[config.mk]
export PLATFORM = sky130hd
export DESIGN_NAME = run_controller_flat
export DESIGN_NICKNAME = d
export VERILOG_FILES = /design/src/rtl/run_controller_if.sv /design/src/rtl/run_controller.sv /design/src/flat_wrapper.sv
export SDC_FILE = /design/constraint.sdc
export NUM_CORES = 1
export LEC_CHECK = 0
export ABC_AREA = 1
export CAP_MARGIN = 20
export CORE_UTILIZATION = 53
export DETAILED_ROUTE_END_ITERATION = 10
export GPL_TIMING_DRIVEN = 0
export PLACE_DENSITY = 0.81
export SYNTH_ARGS = -nofsm -noshare
export SYNTH_HDL_FRONTEND = slang
export SYNTH_SLANG_ARGS = --single-unit
[constraint.sdc]
create_clock -name clk -period 3.19 [get_ports clk]
set_clock_uncertainty 0.05 [all_clocks]
set_input_delay 0.7975 -clock clk [delete_from_list [all_inputs] [get_ports clk]]
set_output_delay 0.7975 -clock clk [all_outputs]
set_load 0.05 [all_outputs]
[src/rtl/run_controller_if.sv]
// Bundles the run-control inputs (limits, monitor strobes) and the controller status outputs.
// The master side drives limits and strobes; the slave side (run_controller) reports status.
interface run_controller_if #(
  parameter int N_ERR    = 2,
  parameter int N_COMMIT = 1,
  parameter int CNT_W    = 32,
  parameter int HANG_W   = 16
);
  logic [CNT_W-1:0]    timeout_limit;
  logic [HANG_W-1:0]   hang_limit;
  logic                halt;
  logic [N_COMMIT-1:0] commit_valid;
  logic [N_ERR-1:0]    err;

  logic                dut_rst;
  logic                finish;
  logic [2:0]          end_cause;
  logic [N_ERR-1:0]    err_src;
  logic [CNT_W-1:0]    cycle_count;
  logic [31:0]         commit_count;

  modport master (
    output timeout_limit, hang_limit, halt, commit_valid, err,
    input  dut_rst, finish, end_cause, err_src, cycle_count, commit_count
  );

  modport slave (
    input  timeout_limit, hang_limit, halt, commit_valid, err,
    output dut_rst, finish, end_cause, err_src, cycle_count, commit_count
  );
endinterface

[src/rtl/run_controller.sv]
// Run-control / watchdog: sequences DUT reset, counts cycles and retirements, and ends the run
// on halt, error (after a drain window), global timeout or commit starvation.
module run_controller #(
  parameter int RESET_CYCLES = 2,
  parameter int DRAIN_CYCLES = 5,
  parameter int N_ERR        = 2,
  parameter int N_COMMIT     = 1,
  parameter int CNT_W        = 32,
  parameter int HANG_W       = 16
) (
  input  logic         clk,
  input  logic         rst,
  run_controller_if.slave bus
);
  localparam int HOLD_W = (RESET_CYCLES < 2) ? 1 : $clog2(RESET_CYCLES);
  localparam int DRN_W  = (DRAIN_CYCLES < 1) ? 1 : $clog2(DRAIN_CYCLES + 1);

  localparam logic [2:0] CAUSE_RUN     = 3'd0;
  localparam logic [2:0] CAUSE_HALT    = 3'd1;
  localparam logic [2:0] CAUSE_ERROR   = 3'd2;
  localparam logic [2:0] CAUSE_TIMEOUT = 3'd3;
  localparam logic [2:0] CAUSE_HANG    = 3'd4;

  typedef enum logic [1:0] {S_HOLD, S_RUN, S_DRAIN, S_DONE} state_t;

  state_t            state;
  logic [HOLD_W-1:0] hold_cnt;
  logic [DRN_W-1:0]  drain_cnt;
  logic              dut_rst_q;
  logic              finish_q;
  logic [2:0]        cause_q;
  logic [N_ERR-1:0]  err_src_q;
  logic [CNT_W-1:0]  cyc_q;
  logic [31:0]       commit_q;
  logic [HANG_W-1:0] hang_q;

  logic [3:0]        n_commit;
  logic              any_commit;
  logic [CNT_W-1:0]  cyc_inc;
  logic [HANG_W-1:0] hang_inc;
  logic [CNT_W:0]    cyc_nxt;
  logic [HANG_W:0]   hang_nxt;
  logic              timeout_hit;
  logic              hang_hit;

  always_comb begin
    n_commit = '0;
    for (int i = 0; i < N_COMMIT; i++) n_commit = n_commit + 4'(bus.commit_valid[i]);
  end

  assign any_commit = |bus.commit_valid;
  assign cyc_inc    = (cyc_q == '1) ? cyc_q : cyc_q + CNT_W'(1);
  assign hang_inc   = (hang_q == '1) ? hang_q : hang_q + HANG_W'(1);

  // Compare one bit wider so a saturated counter never aliases onto a small limit.
  assign cyc_nxt     = {1'b0, cyc_q} + (CNT_W+1)'(1);
  assign hang_nxt    = {1'b0, hang_q} + (HANG_W+1)'(1);
  assign timeout_hit = (bus.timeout_limit != '0) && (cyc_nxt == {1'b0, bus.timeout_limit});
  assign hang_hit    = (bus.hang_limit != '0) && !any_commit &&
                       (hang_nxt == {1'b0, bus.hang_limit});

  always_ff @(posedge clk or negedge rst) begin
    if (!rst) begin
      state     <= S_HOLD;
      hold_cnt  <= '0;
      drain_cnt <= '0;
      dut_rst_q <= 1'b1;
      finish_q  <= 1'b0;
      cause_q   <= CAUSE_RUN;
      err_src_q <= '0;
      cyc_q     <= '0;
      commit_q  <= '0;
      hang_q    <= '0;
    end else begin
      unique case (state)
        S_HOLD: begin
          if (hold_cnt == HOLD_W'(RESET_CYCLES - 1)) begin
            state     <= S_RUN;
            dut_rst_q <= 1'b0;
          end else begin
            hold_cnt <= hold_cnt + HOLD_W'(1);
          end
        end
        S_RUN: begin
          cyc_q    <= cyc_inc;
          commit_q <= commit_q + 32'(n_commit);
          hang_q   <= any_commit ? '0 : hang_inc;
          if (|bus.err) begin
            err_src_q <= bus.err;
            if (DRAIN_CYCLES == 0) begin
              state    <= S_DONE;
              finish_q <= 1'b1;
              cause_q  <= CAUSE_ERROR;
            end else begin
              state     <= S_DRAIN;
              drain_cnt <= DRN_W'(1);
            end
          end else if (bus.halt) begin
            state    <= S_DONE;
            finish_q <= 1'b1;
            cause_q  <= CAUSE_HALT;
          end else if (timeout_hit) begin
            state    <= S_DONE;
            finish_q <= 1'b1;
            cause_q  <= CAUSE_TIMEOUT;
          end else if (hang_hit) begin
            state    <= S_DONE;
            finish_q <= 1'b1;
            cause_q  <= CAUSE_HANG;
          end
        end
        S_DRAIN: begin
          // Late error sources are still collected so the report shows everything that fired.
          cyc_q     <= cyc_inc;
          commit_q  <= commit_q + 32'(n_commit);
          err_src_q <= err_src_q | bus.err;
          if (drain_cnt == DRN_W'(DRAIN_CYCLES)) begin
            state    <= S_DONE;
            finish_q <= 1'b1;
            cause_q  <= CAUSE_ERROR;
          end else begin
            drain_cnt <= drain_cnt + DRN_W'(1);
          end
        end
        S_DONE: begin
        end
      endcase
    end
  end

  assign bus.dut_rst      = dut_rst_q;
  assign bus.finish       = finish_q;
  assign bus.end_cause    = cause_q;
  assign bus.err_src      = err_src_q;
  assign bus.cycle_count  = cyc_q;
  assign bus.commit_count = commit_q;
endmodule

[src/flat_wrapper.sv]
// flat-port wrapper written by rule: the top's interface ports become plain ports
module run_controller_flat 
#(
  parameter int RESET_CYCLES = 2,
  parameter int DRAIN_CYCLES = 5,
  parameter int N_ERR        = 2,
  parameter int N_COMMIT     = 1,
  parameter int CNT_W        = 32,
  parameter int HANG_W       = 16
)
  (clk, rst, bus_timeout_limit, bus_hang_limit, bus_halt, bus_commit_valid, bus_err, bus_dut_rst, bus_finish, bus_end_cause, bus_err_src, bus_cycle_count, bus_commit_count);
  run_controller_if #(.N_ERR(N_ERR), .N_COMMIT(N_COMMIT), .CNT_W(CNT_W), .HANG_W(HANG_W)) bus_i ();
  input  logic clk;
  input  logic rst;
  input wire logic [$bits(bus_i.timeout_limit)-1:0] bus_timeout_limit;
  input wire logic [$bits(bus_i.hang_limit)-1:0] bus_hang_limit;
  input wire logic [$bits(bus_i.halt)-1:0] bus_halt;
  input wire logic [$bits(bus_i.commit_valid)-1:0] bus_commit_valid;
  input wire logic [$bits(bus_i.err)-1:0] bus_err;
  output wire logic [$bits(bus_i.dut_rst)-1:0] bus_dut_rst;
  output wire logic [$bits(bus_i.finish)-1:0] bus_finish;
  output wire logic [$bits(bus_i.end_cause)-1:0] bus_end_cause;
  output wire logic [$bits(bus_i.err_src)-1:0] bus_err_src;
  output wire logic [$bits(bus_i.cycle_count)-1:0] bus_cycle_count;
  output wire logic [$bits(bus_i.commit_count)-1:0] bus_commit_count;
  assign bus_i.timeout_limit = bus_timeout_limit;
  assign bus_i.hang_limit = bus_hang_limit;
  assign bus_i.halt = bus_halt;
  assign bus_i.commit_valid = bus_commit_valid;
  assign bus_i.err = bus_err;
  assign bus_dut_rst = bus_i.dut_rst;
  assign bus_finish = bus_i.finish;
  assign bus_end_cause = bus_i.end_cause;
  assign bus_err_src = bus_i.err_src;
  assign bus_cycle_count = bus_i.cycle_count;
  assign bus_commit_count = bus_i.commit_count;
  run_controller #(.RESET_CYCLES(RESET_CYCLES), .DRAIN_CYCLES(DRAIN_CYCLES), .N_ERR(N_ERR), .N_COMMIT(N_COMMIT), .CNT_W(CNT_W), .HANG_W(HANG_W)) u_core (.clk(clk), .rst(rst), .bus(bus_i));
endmodule
### Word-level counts from Yosys, hierarchy flattened

Index checks and enable logic that the tools add are counted.

| word-level totals | value |
|---|---|
| register bits | 93 |
| input bits | 54 |
| output and inout port bits | 71 |
| logic and storage cells | 79 |

| cells by class | value |
|---|---|
| $add $sub $neg | 7 |
| equality and inequality tests | 15 |
| multiplexer cells | 27 |
| bitwise logic cells | 2 |
| reductions and logical operators | 18 |

Operator list:

| operator | count |
|---|---|
| $add A32 B1 Y33 const B | 1 |
| $eq A33 B32 Y1 | 1 |
| $add A32 B1 Y32 | 1 |
| $add A32 B1 Y32 const B | 1 |
| $eq A32 B32 Y1 const B | 1 |
| $mux W16 | 2 |
| $reduce_bool A32 Y1 | 1 |
| $mux W3 | 7 |
| $add A16 B1 Y17 const B | 1 |
| $eq A17 B16 Y1 | 1 |
| $add A16 B1 Y16 const B | 1 |
| $eq A16 B16 Y1 const B | 1 |
| $reduce_bool A16 Y1 | 1 |
| $mux W2 | 7 |
| $pmux W3 S2 | 2 |
| $reduce_and A2 Y1 | 4 |
| $reduce_and A4 Y1 | 2 |
| $mux W1 | 6 |
| $ne A2 B1 Y1 const B | 3 |
| $ne A2 B2 Y1 const B | 3 |
| $pmux W2 S3 | 1 |
| $ne A5 B2 Y1 const B | 1 |
| $ne A4 B2 Y1 const B | 1 |
| $pmux W2 S2 | 1 |
| other kinds (15) | 18 |

### Logic depth before layout (Yosys ltp)

Gate-level depths: netlist of run 1.

| logic depth | value |
|---|---|
| depth in word-level cells | 8 |
| depth in mapped cells | 18 |
| depth with buffers taken out | 18 |

### Worst setup path after synthesis of run 1

Ideal clock, no wire load.

| timing path | value |
|---|---|
| path type | in2reg |
| start point | in bus_commit_valid |
| end point | reg u_core.commit_q[26] (netlist: u_core.bus.commit_count[26]) |
| setup time | 0.082 ns |
| data arrival time | 2.519 ns |
| data required time | 3.058 ns |
| slack | 0.539 ns |
| stages | 11 |
| buffers on the path | 0 |
| cells stage by stage | ha_1 -> ha_1 -> nand4_1 -> nor2_1 -> nand3_1 -> nor2_2 -> nand3_1 -> nor3_2 -> nand4_1 -> nor3_1 -> xor2_1 |

| between the ends | value |
|---|---|
| cells in the longest elaborated chain, start to end | 1 |

Ends and longest elaborated chain:

| element | RTL line | source |
|---|---|---|
| start, declared | flat_wrapper.sv:18 | `input wire logic [$bits(bus_i.commit_valid)-1:0] bus_commit_valid;` |
| $add A32 B1 Y32 | run_controller.sv:86, run_controller.sv:115 |  |
| end signal, assigned | run_controller.sv:86 | `commit_q <= commit_q + 32'(n_commit);` |
| end signal, assigned | run_controller.sv:115 | `commit_q <= commit_q + 32'(n_commit);` |
| end, declared | run_controller.sv:34 | `logic [31:0] commit_q;` |

Every way passes these cells.
A chain may end at the register's enable or synchronous reset.

### Final worst setup path of run 1

Same ends and word-level chain as after synthesis.

==> flow_summary.yaml, run 1 <==
cells_and_area:
  fin_nets: 1170
  diodes: 0
  drive_gt1_share_pct: 6.04
  utilization_pct: 69.6
  area_growth_pct: 26.9
synth:
  syn_inst: 968
  synth_edf_count: 0
  syn-cell-area_um2: 6610
  ys_seq_area_share_pct: 35.2
  ys_seq_elements: 93
  yosys_warnings: 0
  async_flop_share_pct: 100
  syn_avg_cell_area_um2: 6.83
  synth_fp_nets: 1033
  yosys.area.top_type: "dfrtp_1"
  synth_top_cells_by_count: "nand2_1, inv_1, nor2_1"
  yosysMostFrequentCell: "nand2_1"
  yosysTopAreaCellShare_pct: 34.8
  synth_ff_type: "dfrtp_1"
  synth_cell_type_count: 39
  synth_area_leaders: "dfrtp_1, nand2_1, nand3_1"
cts:
  h-tree-depth: 3
  clock_latency_ns: 0.36
  cts-root-buf: "clkbuf_16"
  ctsLongestPathBuffers: 2
  holdBufCountCts: 0
  cts_tree: "built"
  cts_buffers: 9
  cts.sinks: 93
  path_clk_slew_ns: 0.07
min_path:
  hp-class: "in -> async"
timing:
  setup_viol: 0
  rsz0062_at_grt: "false"
  slew_headroom_pct: 55.4
  fmax_mhz: 343
  period_share_pct: 91.5
  tightest_slew_ns: 0.669
  fin_crit_ns: 2.92
  hold_violations: 0
  slew_viol_final: 0
floorplanning:
  die-area_um2: 12900
  die_h_um: 114
  io-pin-count: 125
  die_w_um: 114
  coreArea_um2: 12100
  rows: 40
  initial_utilization_pct: 54.8
global_route:
  grt_pass1_vias: 6023
  grt.overflow.total: 0
  antenna_found_initial: 0
  gr-usage-all-layers_pct: 28.5
  grt_pass1_wl_mm: 28.7
  grt_max_degree: 50
worst_setup_path:
  critPathMaxFanout: 7
  r2r_cells: 16
  end_kind: "flip-flop"
  critPathKind: "in -> reg"
  crit_required_ns: 3.42
  critical_path_arrival_ns: 3.14
  startpoint_type: "input pin"
power:
  p_total_mw: 4.57
  p_leak_nw: 3.80
  peakVddDrop_uv: 460
  power.density_nw_per_um2: 545
detailed_routing:
  route.detailed.drc: 0
  ant_nets: 0
  wire_per_inst_um: 13.7
  wl_mm: 17.5
  num_vias: 6729
  first_pass_iters: 5
  first_iter_violations: 522
  viasPerCell: 5.27
placed_design:
  hpwl_mm: 13.6
  place.gp.congestion: 0.976
  port_buffers: 124
status:
  status: "finished, final reports clean"
job:
  maxCapViolCount: 0
-- placed cells by master, fill, tap and decap left out, drive strengths merged --
| master | netlist | layout |
|---|---|---|
| a211oi | 2 | 2 |
| a21boi | 1 | 1 |
| a21oi | 6 | 6 |
| a22o | 2 | 2 |
| a22oi | 1 | 1 |
| buf | 4 | 7 |
| clkbuf | 8 | 19 |
| clkdlybuf4s50 | 0 | 122 |
| clkinv | 1 | 3 |
| dfrtp | 92 | 92 |
| dfstp | 1 | 1 |
| dlygate4sd2 | 0 | 1 |
| ha | 11 | 11 |
| inv | 126 | 129 |
| nand2 | 306 | 306 |
| nand3 | 107 | 107 |
| nand3b | 10 | 10 |
| nand4 | 20 | 20 |
| nor2 | 126 | 126 |
| nor3 | 21 | 21 |
| nor4 | 8 | 8 |
| o21a | 1 | 1 |
| o21ai | 51 | 51 |
| o22ai | 1 | 1 |
| o31ai | 4 | 4 |
| or2 | 2 | 2 |
| xnor2 | 15 | 15 |
| xnor3 | 1 | 1 |
| xor2 | 38 | 38 |
| xor3 | 2 | 2 |
-- cell type report --
type / instances / area, um2
tap: 168 / 210
inverter: 127 / 477
clock buffer: 11 / 243
fill: 1031 / 3670
timing repair buffer: 126 / 1270
buffer: 12 / 56.3
clock inverter: 5 / 42.5
sequential: 93 / 2330
multi-input combinational: 736 / 3760
-- power breakdown --
group	total (mW)	leakage [nW]	switching [mW]	internal, mW
sequential	1.48	1.22	0.154	1.33
clock	1.06	0.142	0.501	0.562
combinational	2.03	2.44	1.40	0.626
total	4.57	3.80	2.06	2.52
-- per-layer routing --
metal	vias up	routed length, um	GRT usage (%)
li1	3370	-	-
met1	3065	8100	39.6
met2	271	7780	45.4
met3	23	1350	5.15
met4	0	281	8.25
met5	-	0	0
-- cell families (layout without fill, tap and decap cells) --
group | after synthesis | in the layout | synth area share (%)
AOI/OAI and AO/OA | 69 | 69 | 5.70
xor gates and xnor gates | 56 | 56 | 8.08
adders and majority gates | 11 | 11 | 2.08
buffers and inverters | 139 | 281 | 8.06
DFF | 93 | 93 | 35.2
and+or+nand+nor | 600 | 600 | 40.9
-- flip-flops by register name, indices dropped and copies added (netlist names) --
signal,count
u_core.bus.err_src,2
u_core.bus.commit_count,32
u_core.drain_cnt,3
u_core.hold_cnt,1
u_core.hang_q,16
u_core.state,2
u_core.bus.dut_rst,1
u_core.bus.cycle_count,32
u_core.bus.end_cause,3
u_core.bus.finish,1
-- timing repair --
action	CTS	global route
gates resized for setup	1	2
pin swaps	0	1
setup buffers	0	1
setup endpoints to repair	3	3
-- critical path, cell delays in order --
cell and delay [ns]:
dlygate4sd2_1 0.36, ha_1 0.25, ha_1 0.19, nand4_1 0.14
nor2_1 0.21, nand3_2 0.16, nor2_4 0.15, nand3_1 0.11
nor3_2 0.16, nand4_1 0.22, nor3_1 0.23, xor2_1 0.16
-- per-stage QoR --
stage	worst slack [ns]	hold WS [ns]	cells	TNS, ns	cell area (um2)
final	0.272	0.381	1278	0	8390
after detailed placement	-0.403	0.391	1261	-1.43	8090
after global routing	0.00794	0.435	1278	0	8390
after floorplan	0.539	0.361	968	0	6610
after global placement	-2.28	0.377	1260	-211.98	8060
after CTS	0.186	0.397	1277	0	8370
-- path summary, 6_finish.rpt --
path,slack [ns],startpoint,endpoint
worst max-delay path,0.27,bus_commit_valid,u_core.bus.commit_count[26]$_DFFE_PN0N_
worst min-delay path,0.38,rst,u_core.bus.cycle_count[29]$_DFFE_PN0P_
worst max register to register,0.28,u_core.bus.cycle_count[1]$_DFFE_PN0P_,u_core.bus.end_cause[0]$_DFFE_PN0P_
worst min register to register,0.40,u_core.hold_cnt$_DFFE_PN0N_,u_core.bus.dut_rst$_DFFE_PN1P_
max in group asynchronous,2.01,rst,u_core.bus.dut_rst$_DFFE_PN1P_
min in group clk,0.40,u_core.hold_cnt$_DFFE_PN0N_,u_core.bus.dut_rst$_DFFE_PN1P_
No activity file was read; power rests on OpenSTA's default activity.
==> run 2, diff against run 1 <==
--- a/config.mk
+++ b/config.mk
@@ -9,6 +9,7 @@
 export CAP_MARGIN = 20
 export CORE_UTILIZATION = 53
 export DETAILED_ROUTE_END_ITERATION = 10
+export GPL_ROUTABILITY_DRIVEN = 0
 export GPL_TIMING_DRIVEN = 0
 export PLACE_DENSITY = 0.81
 export SYNTH_ARGS = -nofsm -noshare
==> constraint.sdc (replaced) <==
create_clock -name clk -period 3.19 [get_ports clk]
set_clock_uncertainty 0.05 [all_clocks]
set_input_delay 0.957 -clock clk [delete_from_list [all_inputs] [get_ports clk]]
set_output_delay 0.957 -clock clk [all_outputs]
set_load 0.05 [all_outputs]
==> run 2 against run 1 <==
Net effect: hold slack improved by 0.032 ns; cell area is 0.19% higher; sequential cell count is the same; sequential share of layout area shrank 0.054 points; setup slack got worse by 0.079 ns; first-iteration DRC count is 7.7% higher; clock power increased by 4%; core utilization up 0.13 points; register-to-register slack better by 0.05 ns; via count up 0.55%; critical path type unchanged; largest cell class unchanged.
==> flow_summary.yaml, run 2 (same netlist as run 1, synthesis figures left out) <==
cells_and_area:
  drive_gt1_share_pct: 6.14
  final_cell_mix: "nand2_1, inv_1, clkdlybuf4s50_1"
  diodes: 0
  fin_nets: 1169
  fin_cells: 1276
  mostFrequentLayoutCell: "nand2_1"
  area_growth_pct: 27.1
status:
  status: "finished, final reports clean"
worst_setup_path:
  crit_buf_inv: 1
  critPathKind: "in -> reg"
  reg2reg_from: "u_core.bus.cycle_count[1]$_DFFE_PN0P_"
  rr_endpoint: "u_core.bus.end_cause[0]$_DFFE_PN0P_"
  r2r_cells: 16
  startpoint_type: "input pin"
  crit_family: "simple AND/OR/NAND/NOR gates"
  rrSetupSlack_ns: 0.33
  end_kind: "flip-flop"
  critPathSlowestCell: "clkdlybuf4s15_2"
  critPathMaxFanout: 7
  cp_cell_sequence: "clkdlybuf4s15_2 > ha_1 > ha_1 > nand4_1 > nor2_2 > nand3_2 > nor2_4 > nand3_1 > nor3_2 > nand4_1 > nor3_2 > xor2_1"
  crit_required_ns: 3.41
  critical_path_arrival_ns: 3.21
  crit_path_max_incr_delay_ns: 0.28
timing:
  setup_viol: 0
  slew_viol_final: 0
  tightest_slew_ns: 0.623
  setup_tns_ns: 0
  period_share_pct: 94.0
  fin_crit_ns: 3.00
  rsz0062_at_grt: "false"
  slew_headroom_pct: 58.5
  hold_violations: 0
  fmax_mhz: 334
floorplanning:
  die-area_um2: 12900
  die_w_um: 114
  rows: 40
  coreArea_um2: 12100
  die_h_um: 114
  io-pin-count: 125
  initial_utilization_pct: 54.8
global_route:
  antenna_found_initial: 0
  grt.overflow.total: 0
  grt_pass1_wl_mm: 29.4
  gr-usage-all-layers_pct: 28.8
  grt_pass1_vias: 6152
  grt_max_degree: 59
cts:
  postCtsSetupBuffers: 0
  cts.sinks: 93
  cts_buffers: 9
  h-tree-depth: 3
  cts_tree: "built"
  ctsLongestPathBuffers: 2
  clock_latency_ns: 0.35
  cts-root-buf: "clkbuf_16"
  holdBufCountCts: 0
  path_clk_slew_ns: 0.06
power:
  power.density_nw_per_um2: 548
  peakVddDrop_uv: 440
  p_leak_nw: 3.80
  p_total_mw: 4.61
min_path:
  hp-class: "reg -> reg"
  hp-start: "u_core.bus.commit_count[31]$_DFFE_PN0N_"
  min_path_cells: 1
  hold-path-endpoint: "u_core.bus.commit_count[31]$_DFFE_PN0N_"
placed_design:
  port_buffers: 124
  hpwl_mm: 13.8
  dpl.cell_count: 1261
detailed_routing:
  wl_met2_mm: 8.13
  route.detailed.drc: 0
  wl_mm: 17.8
  wire_per_inst_um: 13.9
  first_iter_violations: 562
  viasPerCell: 5.30
  wl_met1_mm: 8.06
  ant_nets: 0
  first_pass_iters: 5
  dr.max_layer_used: "met4"
  wl_met3_mm: 1.25
  num_vias: 6766
job:
  maxCapViolCount: 0
==> run 2: area by class of cell <==
type,count,area [um2]
multi-input cells,736,3770
fillers,1049,3660
flip-flops and latches,93,2330
repair buffers,125,1270
inverters,127,477
clock buffers,11,243
well taps,168,210
clock inverters,4,56.3
plain buffers,12,56.3
==> run 2: power breakdown <==
part | leakage (nW) | internal, mW | switching, mW
sequential | 1.22 | 1.33 | 0.158
clock | 0.146 | 0.631 | 0.468
combinational | 2.43 | 0.626 | 1.40
total | 3.80 | 2.59 | 2.02
==> run 2: per-stage QoR <==
| stage | instance area [um2] | hold slack, ns | util [%] | worst slack (ns) |
|---|---|---|---|---|
| after floorplan | 6610 | 0.361 | - | 0.380 |
| after global placement | 8060 | 0.380 | 66.8 | -2.45 |
| after detailed placement | 8090 | 0.409 | 67.1 | -0.667 |
| after CTS | 8390 | 0.420 | 69.5 | 0.0741 |
| after global routing | 8410 | 0.435 | 69.7 | 0.00976 |
| final | 8410 | 0.413 | 69.7 | 0.193 |
==> run 2: per-layer routing <==
layer  vias to the layer above  GRT usage [%]
met5                         -              0
met4                         0           8.42
met1                      3083           40.3
met3                        30           3.51
met2                       295           47.1
li1                       3358              -
==> run 2: worst max path at each step <==
| stage | from | end | slack, ns | cells past startpoint |
|---|---|---|---|---|
| final | bus_commit_valid | u_core.bus.commit_count[26]$_DFFE_PN0N_ | 0.19 | 12 |
| after global routing | bus_commit_valid | u_core.bus.commit_count[26]$_DFFE_PN0N_ | 0.01 | 12 |
| after CTS | bus_commit_valid | u_core.bus.commit_count[26]$_DFFE_PN0N_ | 0.07 | 12 |
| after detailed placement | bus_commit_valid | u_core.bus.commit_count[26]$_DFFE_PN0N_ | -0.67 | 12 |
| after global placement | rst | u_core.hang_q[1]$_DFFE_PN0P_ | -2.45 | 1 |
| after floorplan | bus_commit_valid | u_core.bus.commit_count[26]$_DFFE_PN0N_ | 0.38 | 11 |
==> run 2: what timing repair did <==
item	4_1_cts	5_1_grt
setup endpoints to repair	5	4
pin swaps	0	1
gates resized for setup	3	4
